$ cat src/rtl/bcd_disp_pkg.sv
// bcd_disp_pkg: segment patterns and code constants shared by the BCD display driver
package bcd_disp_pkg;
    localparam int NUM_DIGITS = 4;
    localparam logic [3:0] CODE_OVF = 4'hF;
    localparam logic [6:0] SEG_DASH = 7'b0111111;
    localparam logic [6:0] SEG_BLANK = 7'b1111111;
    localparam logic [6:0] SEG_DIGIT [0:9] = '{
        7'b1000000, 7'b1111001, 7'b0100100, 7'b0110000, 7'b0011001,
        7'b0010010, 7'b0000010, 7'b1111000, 7'b0000000, 7'b0010000
    };
endpackage

$ cat src/rtl/bcd_to_seg.sv
// bcd_to_seg: combinational BCD code to active-low {g,f,e,d,c,b,a} decoder
module bcd_to_seg
    import bcd_disp_pkg::*;
(
    input  logic [3:0] code,
    input  logic       blank,
    output logic [6:0] seg
);
    // Forced blank wins; 15 marks overflow as a dash, 10..14 stay dark
    always_comb
        seg = blank ? SEG_BLANK :
              code == CODE_OVF ? SEG_DASH :
              code > 4'd9 ? SEG_BLANK : SEG_DIGIT[code];
endmodule

$ cat src/rtl/bcd_display_driver.sv
// bcd_display_driver: 4-digit multiplexed 7-segment driver with frame snapshot; BCD_LZB_EN enables leading-zero blanking
module bcd_display_driver
    import bcd_disp_pkg::*;
#(
    parameter int         REFRESH_DIV = 1024,
    parameter logic [3:0] DP_MASK     = 4'b0000
) (
    input  logic       Clk,
    input  logic       Reset_n,
    input  logic [3:0] BCD0,
    input  logic [3:0] BCD1,
    input  logic [3:0] BCD2,
    input  logic [3:0] BCD3,
    output logic [6:0] Seg,
    output logic       Dp,
    output logic [3:0] An,
    output logic       FrameDone
);
    localparam int CW = $clog2(REFRESH_DIV);
    logic [CW-1:0] cnt;
    logic [1:0] idx;
    logic [NUM_DIGITS-1:0][3:0] shadow;
    logic [NUM_DIGITS-1:0] blank;
    logic [6:0] dec_seg;
    logic tick, guard;
    assign tick = cnt == CW'(REFRESH_DIV - 1);
    assign guard = cnt == '0;
`ifdef BCD_LZB_EN
    logic above_ok;
    // A digit goes dark while it is zero and nothing above it is a real digit or a dash
    always_comb begin
        blank = '0;
        above_ok = 1'b1;
        for (int i = NUM_DIGITS - 1; i > 0; i--) begin
            blank[i] = above_ok && shadow[i] == 4'd0;
            above_ok = above_ok && (shadow[i] == 4'd0 || (shadow[i] > 4'd9 && shadow[i] != CODE_OVF));
        end
    end
`else
    assign blank = '0;
`endif
    bcd_to_seg u_dec (
        .code (shadow[idx]),
        .blank(blank[idx]),
        .seg  (dec_seg)
    );
    // Slot/digit counters, frame snapshot and registered display outputs
    always_ff @(posedge Clk) begin
        if (!Reset_n) begin
            cnt <= '0;
            idx <= '0;
            shadow <= '0;
            An <= 4'hF;
            Seg <= SEG_BLANK;
            Dp <= 1'b1;
            FrameDone <= 1'b0;
        end else begin
            cnt <= tick ? '0 : cnt + 1'b1;
            idx <= tick ? idx + 2'd1 : idx;
            if (tick && idx == 2'd3)
                shadow <= {BCD3, BCD2, BCD1, BCD0};
            FrameDone <= tick && idx == 2'd3;
            An <= guard ? 4'hF : ~(4'b0001 << idx);
            Seg <= guard ? SEG_BLANK : dec_seg;
            Dp <= guard | ~DP_MASK[idx];
        end
    end
endmodule
$ cat config.mk
export PLATFORM = sky130hd
export DESIGN_NAME = bcd_display_driver
export DESIGN_NICKNAME = d
export VERILOG_FILES = /design/src/rtl/bcd_disp_pkg.sv /design/src/rtl/bcd_to_seg.sv /design/src/rtl/bcd_display_driver.sv
export SDC_FILE = /design/constraint.sdc
export NUM_CORES = 1
export LEC_CHECK = 0
export ABC_AREA = 1
export BUFFER_PORTS_ARGS = -buffer_cell sky130_fd_sc_hd__buf_4
export CORE_ASPECT_RATIO = 0.6
export CORE_UTILIZATION = 52
export DETAILED_ROUTE_END_ITERATION = 8
export GPL_TIMING_DRIVEN = 0
export PLACE_DENSITY = 0.79
export SETUP_SLACK_MARGIN = 0.2
export SYNTH_ARGS = -nofsm -noshare
export SYNTH_HDL_FRONTEND = slang
export SYNTH_SLANG_ARGS = --single-unit
$ cat constraint.sdc
create_clock -name Clk -period 2.2 [get_ports Clk]
set_input_delay 0.22 -clock Clk [delete_from_list [all_inputs] [get_ports Clk]]
set_output_delay 0.22 -clock Clk [all_outputs]
set_load 0.02 [all_outputs]
# ---- Yosys cells after proc, flatten, opt, wreduce, memory -nomap -nowiden
# Memories as Yosys holds them, arrays and structs flattened.
# Index checks and enable logic that the tools add are counted.
dict set report totals {
  register_bits 41
  latch_bits 0
  ram_bits 0
  romBits 112
  in_bits 18
  word_cells 40
  n_memories 1
}
# name depth width read_ports rd_ports_with_merged_regs wr line
set memory_table {}
lappend memory_table {{(name not given)} 16 7 1 0 0 bcd_to_seg.sv:13} ;# code > 4'd9 ? SEG_BLANK : SEG_DIGIT[code];
dict set report classes {
  add_sub_neg 2
  mul 0
  div 0
  magnitude_cmp 3
  eq_ne 3
  shifts 1
  n_mux 8
  bitwise_logic 5
  n_reduce_logical 6
}
# operator n
set ops {}
lappend ops {{$mux W7} 4}
lappend ops {{$add A10 B1 Y10 const B} 1}
lappend ops {{$eq A10 B10 Y1 const B} 1}
lappend ops {{$logic_not A10 Y1} 1}
lappend ops {{$bmux W4 S2} 1}
lappend ops {{$ge A5 B5 Y1 const B} 1}
lappend ops {{$not A4 Y5} 1}
lappend ops {{$reduce_or A5 Y1} 1}
lappend ops {{$eq A4 B4 Y1 const B} 1}
lappend ops {{$gt A4 B4 Y1 const B} 1}
lappend ops {{$mux W4} 1}
lappend ops {{$not A4 Y4} 1}
lappend ops {{$reduce_or A2 Y1} 2}
lappend ops {{$shl A1 B2 Y4 const A} 1}
lappend ops {{$lt A2 B3 Y1 const B} 1}
lappend ops {{$reduce_or A3 Y1} 1}
lappend ops {{$add A2 B1 Y2 const B} 1}
lappend ops {{$bmux W1 S2} 1}
lappend ops {{$eq A2 B2 Y1 const B} 1}
lappend ops {{$not A1 Y1} 2}
lappend ops {{$logic_and A1 B1 Y1} 1}
lappend ops {{$mux W1} 1}
lappend ops {{$or A1 B1 Y1} 1}

# ---- Longest topological paths before layout
# Gate-level depths: netlist of run 1.
dict set report logic_depth {
  depth_word 8
  mapped_depth 12
  mapped_depth_nobuf 12
}

# ---- By module
# From an unflattened synthesis of run 1, not the netlist that was laid out.
dict set report hier_totals {
  hier_cells 270
  area_unflattened_um2 1945.6
}
# mod instances cells_per_inst area_each_um2 seq_area_each_um2
set modules_own_cells {}
lappend modules_own_cells {bcd_display_driver 1 234 1722.9 800.8}
lappend modules_own_cells {bcd_to_seg 1 36 222.7 0.0}

# ---- Least setup slack after synthesis of run 1
# Ideal clock, no wire load.
dict set report synth_path {
  path_type {reg2reg}
  startpoint {register idx[1]}
  endpoint {register Seg[0]}
  setup_ns 0.059
  arrival_ns 1.671
  setup_slack_ns 0.470
  stages_incl_launch_ff 13
  n_path_buf 0
  period_less_slack_ns 1.730
  cell_sequence {dfxtp_1 > inv_1 > a21oi_1 > o21ai_0 > nand2_1 > inv_1 > ha_1 > or2_2 > nand2_1 > nand2_1 > nand2_1 > nor2_2 > nand2_1}
}
dict set report synth_between {
  elab_chain_len 6
}
# item line
set synth_rtl {}
lappend synth_rtl {{start: declaration} bcd_display_driver.sv:21} ;# logic [1:0] idx;
lappend synth_rtl {{start signal: assignment} bcd_display_driver.sv:59} ;# idx <= tick ? idx + 2'd1 : idx;
lappend synth_rtl {{$bmux W4 S2} bcd_display_driver.sv:43} ;# .code (shadow[idx]),
lappend synth_rtl {{$mux W4 (implied by the code)} bcd_display_driver.sv:43}
lappend synth_rtl {{$not A4 Y5 (implied by the code)} bcd_to_seg.sv:13}
lappend synth_rtl {{$mem_v2 Z16 W7} --}
lappend synth_rtl {{$mux W7 (implied by the code) (2 in series)} bcd_to_seg.sv:13}
lappend synth_rtl {{end signal: assignment} bcd_display_driver.sv:64} ;# Seg <= guard ? SEG_BLANK : dec_seg;
lappend synth_rtl {{end: declaration} bcd_display_driver.sv:14} ;# output logic [6:0] Seg,
# Several ways; a longest one is shown, not always the timed one. The select of a mux whose other input is x is not followed.
# A chain may end at the register's enable or synchronous reset.

# ---- Worst setup path in the final report of run 1
dict set report layout_path {
  startpoint {register idx[0]}
  endpoint {register Seg[4]}
}
# Same word-level chain as after synthesis.

==> parameters.txt, run 1 <==
Parameter                              Value

Status
  Run status ... complete, no violations

Synthesis
  Cell with the most instances after synthesis ... sky130_fd_sc_hd__nand2_1
  Warnings from Yosys ... 0
  Cell types with the highest counts after synthesis ... sky130_fd_sc_hd__nand2_1 (83), sky130_fd_sc_hd__nor2_1 (51), sky130_fd_sc_hd__dfxtp_1 (40), sky130_fd_sc_hd__inv_1 (30), sky130_fd_sc_hd__nand3_1 (15)
  Top cell type by total area after synthesis ... sky130_fd_sc_hd__dfxtp_1
  Syn Inst Count ... between 200 and 300
  Top cells by area, synth ... sky130_fd_sc_hd__dfxtp_1 (42%), sky130_fd_sc_hd__nand2_1 (17%), sky130_fd_sc_hd__nor2_1 (10%)
  Synth Area per Inst ... 7.04 um^2
  Top cell type's share of synthesized area ... between 40% and 50%
  Count of flip-flops with a built-in enable after synthesis ... 0
  Cell area after technology mapping ... about 1900 um^2
  Sequential-to-total area share from yosys stat ... a little over two fifths
  Cell variety after synth ... 25
  #FFs+latches synth ... 40
  Synthesized net count ... 297
  Post-synth ARST share ... 0%
  Ys flop type ... sky130_fd_sc_hd__dfxtp_1

Critical path
  Slowest cell on the critical path ... sky130_fd_sc_hd__dfxtp_1
  Reg-to-reg endpoint ... Seg[4]$_SDFF_PP1_
  Register-to-register path setup slack ... 0.34 ns
  Critical path, cell by cell ... clkbuf_4 > a21oi_1 > o21ai_0 > nand2_2 > inv_1 > ha_1 > or2_2 > nand2_1 > nand2_1 > nand2_1 > nor2_4 > nand2_1
  Maximum net fanout on the critical path ... 10
  CP Data Arrival Time ... approximately 2.1 ns
  CP max stage delay ... approximately 0.35 ns
  Worst reg2reg startpoint ... idx[0]$_SDFFE_PN0P_
  Levels on crit path ... 12
  Critical path startpoint ... idx[0]$_SDFFE_PN0P_
  Data required time of the critical path ... 2.44 ns
  Timing endpoint of the critical path ... Seg[4]$_SDFF_PP1_
  Buffers and inverters on the worst path ... 2
  Kind of capture point of the worst setup path ... flip-flop
  Critical Path Source Type ... flip-flop
  Most frequent cell on the critical path ... sky130_fd_sc_hd__nand2_1
  Critical Setup Path Class ... flip-flop to flip-flop
  Top delay family on crit path ... simple AND/OR/NAND/NOR gates
  Worst R2R Path Depth ... 12

Global routing
  All-Layer GR Usage ... between 20% and 30%
  Antenna violations before repair ... 0
  Global-route wire length before repair ... 6.19 mm
  Largest net degree at the start of global routing ... 12
  Global-route congestion overflow total ... 0
  Via count of the first global-routing pass ... around 1400

Layout
  Sequential cell area ... between 800 and 900 um^2
  Filler Cell Count ... between 300 and 400
  Final non-filler cell total ... 351
  Post-layout nets ... approximately 340
  Share of layout cells above drive strength 1 ... a little under a fifth
  Area growth syn-to-layout ... 20.0%
  Number of diodes added for antenna fixing ... 0
  Final Cell Area ... around 2300 um^2
  Multi-input logic area ... slightly above 900 um^2

Floorplanning
  Floorplan die width ... 79.7 um
  Core Rows ... 16
  I/O pin total ... 31
  Starting density of the core ... 56.1%
  Die boundary height ... between 40 and 50 um
  Floorplan core area ... 3360 um^2
  Total die area ... 3880 um^2

Timing
  Tmin final ... approximately 1.9 ns
  Setup TNS ... 0 ns
  Final worst hold slack ... between 0.1 and 0.15 ns
  Final-report max-slew violation count ... 0
  Top achievable clock speed ... 0.538 GHz
  Final setup viols ... 0
  Worst setup skew after layout ... 0.00923 ns
  Period utilization ... a little over four fifths
  Unrepaired setup endpoints after global routing ... no
  Final count of hold timing violations ... 0

Place
  Port Buffer Count ... 29
  Half-perimeter wire length of the detailed placement result ... roughly 2.7 mm
  Placed inst area ... approximately 2200 um^2
  Final estimated routing congestion in global placement ... a little under 0.8
  Cell count after placement ... roughly 340

Pwr
  Pwr/cell area ... about 580 nW/um^2
  Leakage power summed over all cells ... roughly 1.1 nW
  IR drop worst, VDD ... approximately 0.40 mV
  Final Power ... 0.00132 W

Detailed routing
  Detailed-routing iteration count for the pre-antenna-repair pass ... 5
  Post-route ant nets ... 0
  DRC errors left ... 0
  Routed wire per std cell ... roughly 10 um
  Number of violations reported at the end of detailed-routing iteration 0 ... just over 80
  Final WL ... roughly 3.6 mm
  Average via count per standard cell ... around 4.7
  Detailed-route via count ... 1644

Clock tree
  TritonCTS clock tree ... done
  CTS H-tree lvls ... 2
  Clock latency on the worst-skew pair ... about 0.30 ns
  Clock slew seen by the registers of the worst setup and hold paths ... around 0.080 ns
  Inserted Clock Buffers ... 5
  CTS Buffer Depth ... 2
  Clock tree root buffer cell ... sky130_fd_sc_hd__clkbuf_8
  Clock net sink count ... 40

Run
  Number of maximum-capacitance constraint violations ... 0

Min path
  Path type of the worst min-delay path ... input pin to flip-flop
repair_timing:
item	4_1_cts	5_1_grt
hold buffers	0	0
buffers inserted	0	2
cloned	0	0
endpoints found under the setup margin	7	7
pin swaps	0	1
resized for setup	1	4
worst min-delay path by stage:
stage | startpoint | endpoint | slack [ns] | depth (start not counted)
after floorplan | Reset_n | FrameDone$_SDFF_PN0_ | 0.35 | 2
after global placement | BCD1[1] | shadow[5]$_SDFFE_PN0P_ | 0.44 | 3
after detailed placement | BCD2[0] | shadow[8]$_SDFFE_PN0P_ | 0.45 | 3
after CTS | BCD1[1] | shadow[5]$_SDFFE_PN0P_ | 0.14 | 3
after global routing | BCD3[2] | shadow[14]$_SDFFE_PN0P_ | 0.16 | 3
final | BCD1[3] | shadow[7]$_SDFFE_PN0P_ | 0.14 | 3
logic make-up after synthesis:
kind of cell / share of synthesized area, %
AO/OA/AOI/OAI: 3.38
XOR/XNOR: 1.86
adder cells (fa/ha/maj): 7.30
buffers and inverters: 9.22
flip-flops: 42.5
other: 0.199
AND/OR/NAND/NOR: 35.6
registers in the layout, indices dropped and copies added (netlist names):
register	cells
shadow	16
idx	2
cnt	10
Seg	7
An	4
FrameDone	1
layer usage:
layer	track usage [%]	up-vias	routed length, um
met4	7.14	0	51
li1	-	882	-
met3	5.66	7	209
met5	0	-	0
met2	29.2	44	1410
met1	30.7	711	1940
placed cells by master (no fill, tap or decap), types with 2 or more instances in the layout:
| cell type | synthesis | final |
|---|---|---|
| sky130_fd_sc_hd__nand2_1 | 83 | 82 |
| sky130_fd_sc_hd__nor2_1 | 51 | 51 |
| sky130_fd_sc_hd__dfxtp_1 | 40 | 39 |
| sky130_fd_sc_hd__buf_4 | 1 | 32 |
| sky130_fd_sc_hd__inv_1 | 30 | 29 |
| sky130_fd_sc_hd__nand3_1 | 15 | 15 |
| sky130_fd_sc_hd__ha_1 | 11 | 11 |
| sky130_fd_sc_hd__o21ai_0 | 6 | 6 |
| sky130_fd_sc_hd__clkbuf_8 | 0 | 5 |
| sky130_fd_sc_hd__inv_2 | 3 | 4 |
| sky130_fd_sc_hd__a21oi_1 | 4 | 4 |
| sky130_fd_sc_hd__nand2_2 | 2 | 3 |
| sky130_fd_sc_hd__nor2_4 | 2 | 3 |
| sky130_fd_sc_hd__buf_2 | 4 | 3 |
| sky130_fd_sc_hd__buf_6 | 2 | 2 |
| sky130_fd_sc_hd__nor3_1 | 2 | 2 |
| sky130_fd_sc_hd__xor2_1 | 2 | 2 |
| sky130_fd_sc_hd__xnor2_1 | 2 | 2 |
layout make-up:
class / instances / share of cell area (%)
multi-input combinational: 188 / 40.6
inverter: 33 / 5.47
clock buffer: 6 / 3.21
clock inverter: 1 / 0.221
buffer: 7 / 2.32
timing repair buffer: 31 / 10.3
sequential: 40 / 35.4
tap: 45 / 2.49
metrics by stage:
step	util, %	setup slack (ns)
after global routing	67.3	0.166
after global placement	64.2	0.205
after floorplan	-	0.470
final	67.3	0.342
after CTS	66.6	0.271
after detailed placement	64.2	0.175
tightest hold or removal path: stages:
cell and delay, ns:
sky130_fd_sc_hd__buf_4 0.08, sky130_fd_sc_hd__nor2_1 0.03, sky130_fd_sc_hd__nor2_1 0.08
report_power, final:
group          switching, W  internal (W)  total (W)
Sequential       0.00000773      0.000741   0.000749
Clock              0.000248      0.000216   0.000463
Combinational     0.0000560     0.0000492   0.000105
No activity file was read; power rests on OpenSTA's default activity.
==> inputs of run 2 (changes only) <==
clock period = 1.75 ns   (was 2.2 ns; I/O delays follow)
==> parameters.txt, run 2 (synthesized netlist as in run 1, its figures left out) <==
Parameter                              Value

Pwr
  Pwr/cell area ... 653 nW/um^2 (was 582 nW/um^2)
  IR drop worst, VDD ... 0.503 mV (was 0.400 mV)
  P_sw ... 0.000429 W (was 0.000312 W)
  Final Power ... 0.00174 W (was 0.00132 W)
  Clk pwr share ... 37.3% (was 35.2%)
  Int Power ... 0.00131 W (was 0.00101 W)
  Leakage power summed over all cells ... 1.27 nW (was 1.14 nW)
  Switching power as a share of total power ... 24.6% (was 23.6%)
  Comb pwr share ... 8.5% (was 8.0%)
  Sequential Power Share ... 54.1% (was 56.8%)

Min path
  Number of cells on the worst hold path ... 3 (unchanged)
  Path type of the worst min-delay path ... input pin to flip-flop (unchanged)
  Hold wc startpoint ... BCD2[0] (was BCD1[3])
  Sink of the worst hold path ... shadow[8]$_SDFFE_PN0P_ (was shadow[7]$_SDFFE_PN0P_)

Place
  Port Buffer Count ... 29 (unchanged)
  Half-perimeter wire length of the detailed placement result ... 2.73 mm (was 2.68 mm)
  Worst slack, placed ... 0.0274 ns (was 0.175 ns)
  Final estimated routing congestion in global placement ... 0.773 (was 0.791)

Critical path
  Critical Path Source Type ... flip-flop (unchanged)
  Worst R2R Path Depth ... 10 (was 12)
  Data required time of the critical path ... 1.99 ns (was 2.44 ns)
  Worst reg2reg startpoint ... cnt[0]$_SDFF_PP0_ (was idx[0]$_SDFFE_PN0P_)
  Reg-to-reg endpoint ... shadow[9]$_SDFFE_PN0P_ (was Seg[4]$_SDFF_PP1_)
  Critical Setup Path Class ... flip-flop to flip-flop (unchanged)
  Register-to-register path setup slack ... 0.06 ns (was 0.34 ns)
  CP Data Arrival Time ... 1.93 ns (was 2.10 ns)
  Kind of capture point of the worst setup path ... flip-flop (unchanged)
  Maximum net fanout on the critical path ... 8 (was 10)

Layout
  Number of diodes added for antenna fixing ... 0 (unchanged)
  Fraction of the core area covered by cells at the end of the flow ... 79.3% (was 67.3%)
  Number of flip-flops under the largest register name ... 16 (unchanged)
  Area growth syn-to-layout ... 41.4% (was 20.0%)
  Filler Cell Count ... 216 (was 307)
  Register with the highest flop count ... shadow (unchanged)
  Leading cell type in the layout, fill and taps excluded ... sky130_fd_sc_hd__nand2_1 (unchanged)
  Share of layout cells above drive strength 1 ... 35.5% (was 19.0%)
  Post-layout nets ... 349 (was 335)
  Registers with the highest flip-flop counts ... shadow: 16 flops, cnt: 10 flops, Seg: 7 flops (unchanged)
  Top library cells by usage in the layout, fill and taps aside ... sky130_fd_sc_hd__nand2_1 (70), sky130_fd_sc_hd__buf_4 (41), sky130_fd_sc_hd__nor2_1 (38) (was sky130_fd_sc_hd__nand2_1 (82), sky130_fd_sc_hd__nor2_1 (51), sky130_fd_sc_hd__dfxtp_1 (39))

Global routing
  Global-route congestion overflow total ... 0 (unchanged)
  Largest net degree at the start of global routing ... 13 (was 12)
  Via count of the first global-routing pass ... 1571 (was 1399)
  Antenna violations before repair ... 0 (unchanged)
  All-Layer GR Usage ... 24.1% (was 20.9%)
  Global-route wire length before repair ... 7.05 mm (was 6.19 mm)

Clock tree
  Clock tree root buffer cell ... sky130_fd_sc_hd__clkbuf_8 (unchanged)
  TritonCTS clock tree ... done (unchanged)
  Clock net sink count ... 40 (unchanged)
  Clock latency on the worst-skew pair ... 0.30 ns (about the same)
  CTS H-tree lvls ... 2 (unchanged)
  Inserted Clock Buffers ... 5 (unchanged)
  CTS Buffer Depth ... 2 (unchanged)
  Hold_buf cts ... 0 (unchanged)
  Clock slew seen by the registers of the worst setup and hold paths ... 0.08 ns (about the same)

Floorplanning
  Starting density of the core ... 56.1% (unchanged)
  Floorplan die width ... 79.7 um (unchanged)
  Total die area ... 3880 um^2 (unchanged)
  I/O pin total ... 31 (unchanged)
  Core Rows ... 16 (unchanged)
  Floorplan core area ... 3360 um^2 (unchanged)
  Die boundary height ... 48.6 um (unchanged)

Timing
  Unrepaired setup endpoints after global routing ... yes (was no)
  Tmin final ... 1.69 ns (was 1.86 ns)
  Top achievable clock speed ... 0.593 GHz (was 0.538 GHz)
  Final setup viols ... 0 (unchanged)
  Worst setup slack after layout ... 0.0636 ns (was 0.342 ns)
  Worst setup skew after layout ... 0.00654 ns (was 0.00923 ns)
  Final count of hold timing violations ... 0 (unchanged)
  Period utilization ... 96.4% (was 84.5%)
  Final-report max-slew violation count ... 0 (unchanged)

Status
  Run status ... complete, no violations (unchanged)

Detailed routing
  Number of violations reported at the end of detailed-routing iteration 0 ... 175 (was 83)
  Final WL ... 5.34 mm (was 3.61 mm)
  Detailed-routing iteration count for the pre-antenna-repair pass ... 5 (unchanged)
  Routed wire per std cell ... 14.6 um (was 10.3 um)
  DRC errors left ... 0 (unchanged)
  Average via count per standard cell ... 5.28 (was 4.68)
  Post-route ant nets ... 0 (unchanged)
  Detailed-route via count ... 1933 (was 1644)

Run
  Number of maximum-capacitance constraint violations ... 0 (unchanged)
==> run 2: how the worst max path moves through the flow <==
| stage | from | to | slack, ns |
|---|---|---|---|
| after floorplan | idx[0]$_SDFFE_PN0P_ | Seg[0]$_SDFF_PP1_ | 0.20 |
| after global routing | cnt[0]$_SDFF_PP0_ | shadow[10]$_SDFFE_PN0P_ | -0.04 |
| after global placement | idx[1]$_SDFFE_PN0P_ | Seg[3]$_SDFF_PP1_ | 0.05 |
| after CTS | idx[0]$_SDFFE_PN0P_ | Seg[5]$_SDFF_PP1_ | 0.12 |
| after detailed placement | idx[1]$_SDFFE_PN0P_ | Seg[5]$_SDFF_PP1_ | 0.03 |
| final | cnt[0]$_SDFF_PP0_ | shadow[9]$_SDFFE_PN0P_ | 0.06 |
==> run 2: metrics by stage <==
| stage | cell area (um^2) | hold slack, ns | TNS, ns | instances |
|---|---|---|---|---|
| floorplan | 1910 | 0.310 | 0 | 268 |
| global placement | 2190 | 0.397 | 0 | 342 |
| detailed placement | 2190 | 0.401 | 0 | 342 |
| CTS | 2430 | 0.0953 | 0 | 361 |
| global route | 2670 | 0.0828 | -0.0513 | 366 |
| finish | 2670 | 0.0692 | 0 | 366 |
==> run 2: cell type report <==
cell class	instances	area [um^2]	area share (%)
clock inverters	2	10.0	0.375
repair buffers	45	393	14.7
multi-input cells	188	1100	41.4
plain buffers	7	73.8	2.77
inverters	33	134	5.02
flip-flops and latches	40	813	30.5
well taps	45	56.3	2.11
clock buffers	6	82.6	3.10
==> run 2: metal layers <==
metal	track usage [%]	routed length [um]	up-vias
met1	32.8	2210	899
met2	37.3	2530	106
li1	-	-	911
met3	5.85	479	17
met5	0	0	-
met4	8.33	118	0
==> run 2: what timing repair did <==
item / 4_1_cts / 5_1_grt
endpoints found under the setup margin: 32 / 34
pin swaps: 9 / 14
gates resized for setup: 19 / 45
gates cloned: 0 / 3
setup buffers: 11 / 2
==> run 2: critical path: stages, from the launching register on <==
cell	delay [ns]
sky130_fd_sc_hd__dfxtp_2	0.36
sky130_fd_sc_hd__ha_4	0.15
sky130_fd_sc_hd__nand2_4	0.06
sky130_fd_sc_hd__nor2_4	0.12
sky130_fd_sc_hd__nand3_2	0.10
sky130_fd_sc_hd__nor2_4	0.18
sky130_fd_sc_hd__nand3_4	0.21
sky130_fd_sc_hd__buf_6	0.20
sky130_fd_sc_hd__nand2_1	0.05
sky130_fd_sc_hd__nand2_1	0.06
sky130_fd_sc_hd__nor2_1	0.12
==> run 2: power groups by stage <==
stage / clock network, W / logic (W) / registers (W)
floorplan: 0 / 0.0000462 / 0.000983
global placement: 0 / 0.000130 / 0.000962
detailed placement: 0 / 0.000133 / 0.000963
CTS: 0.000642 / 0.000138 / 0.000941
global route: 0.000678 / 0.000162 / 0.000944
finish: 0.000649 / 0.000149 / 0.000942
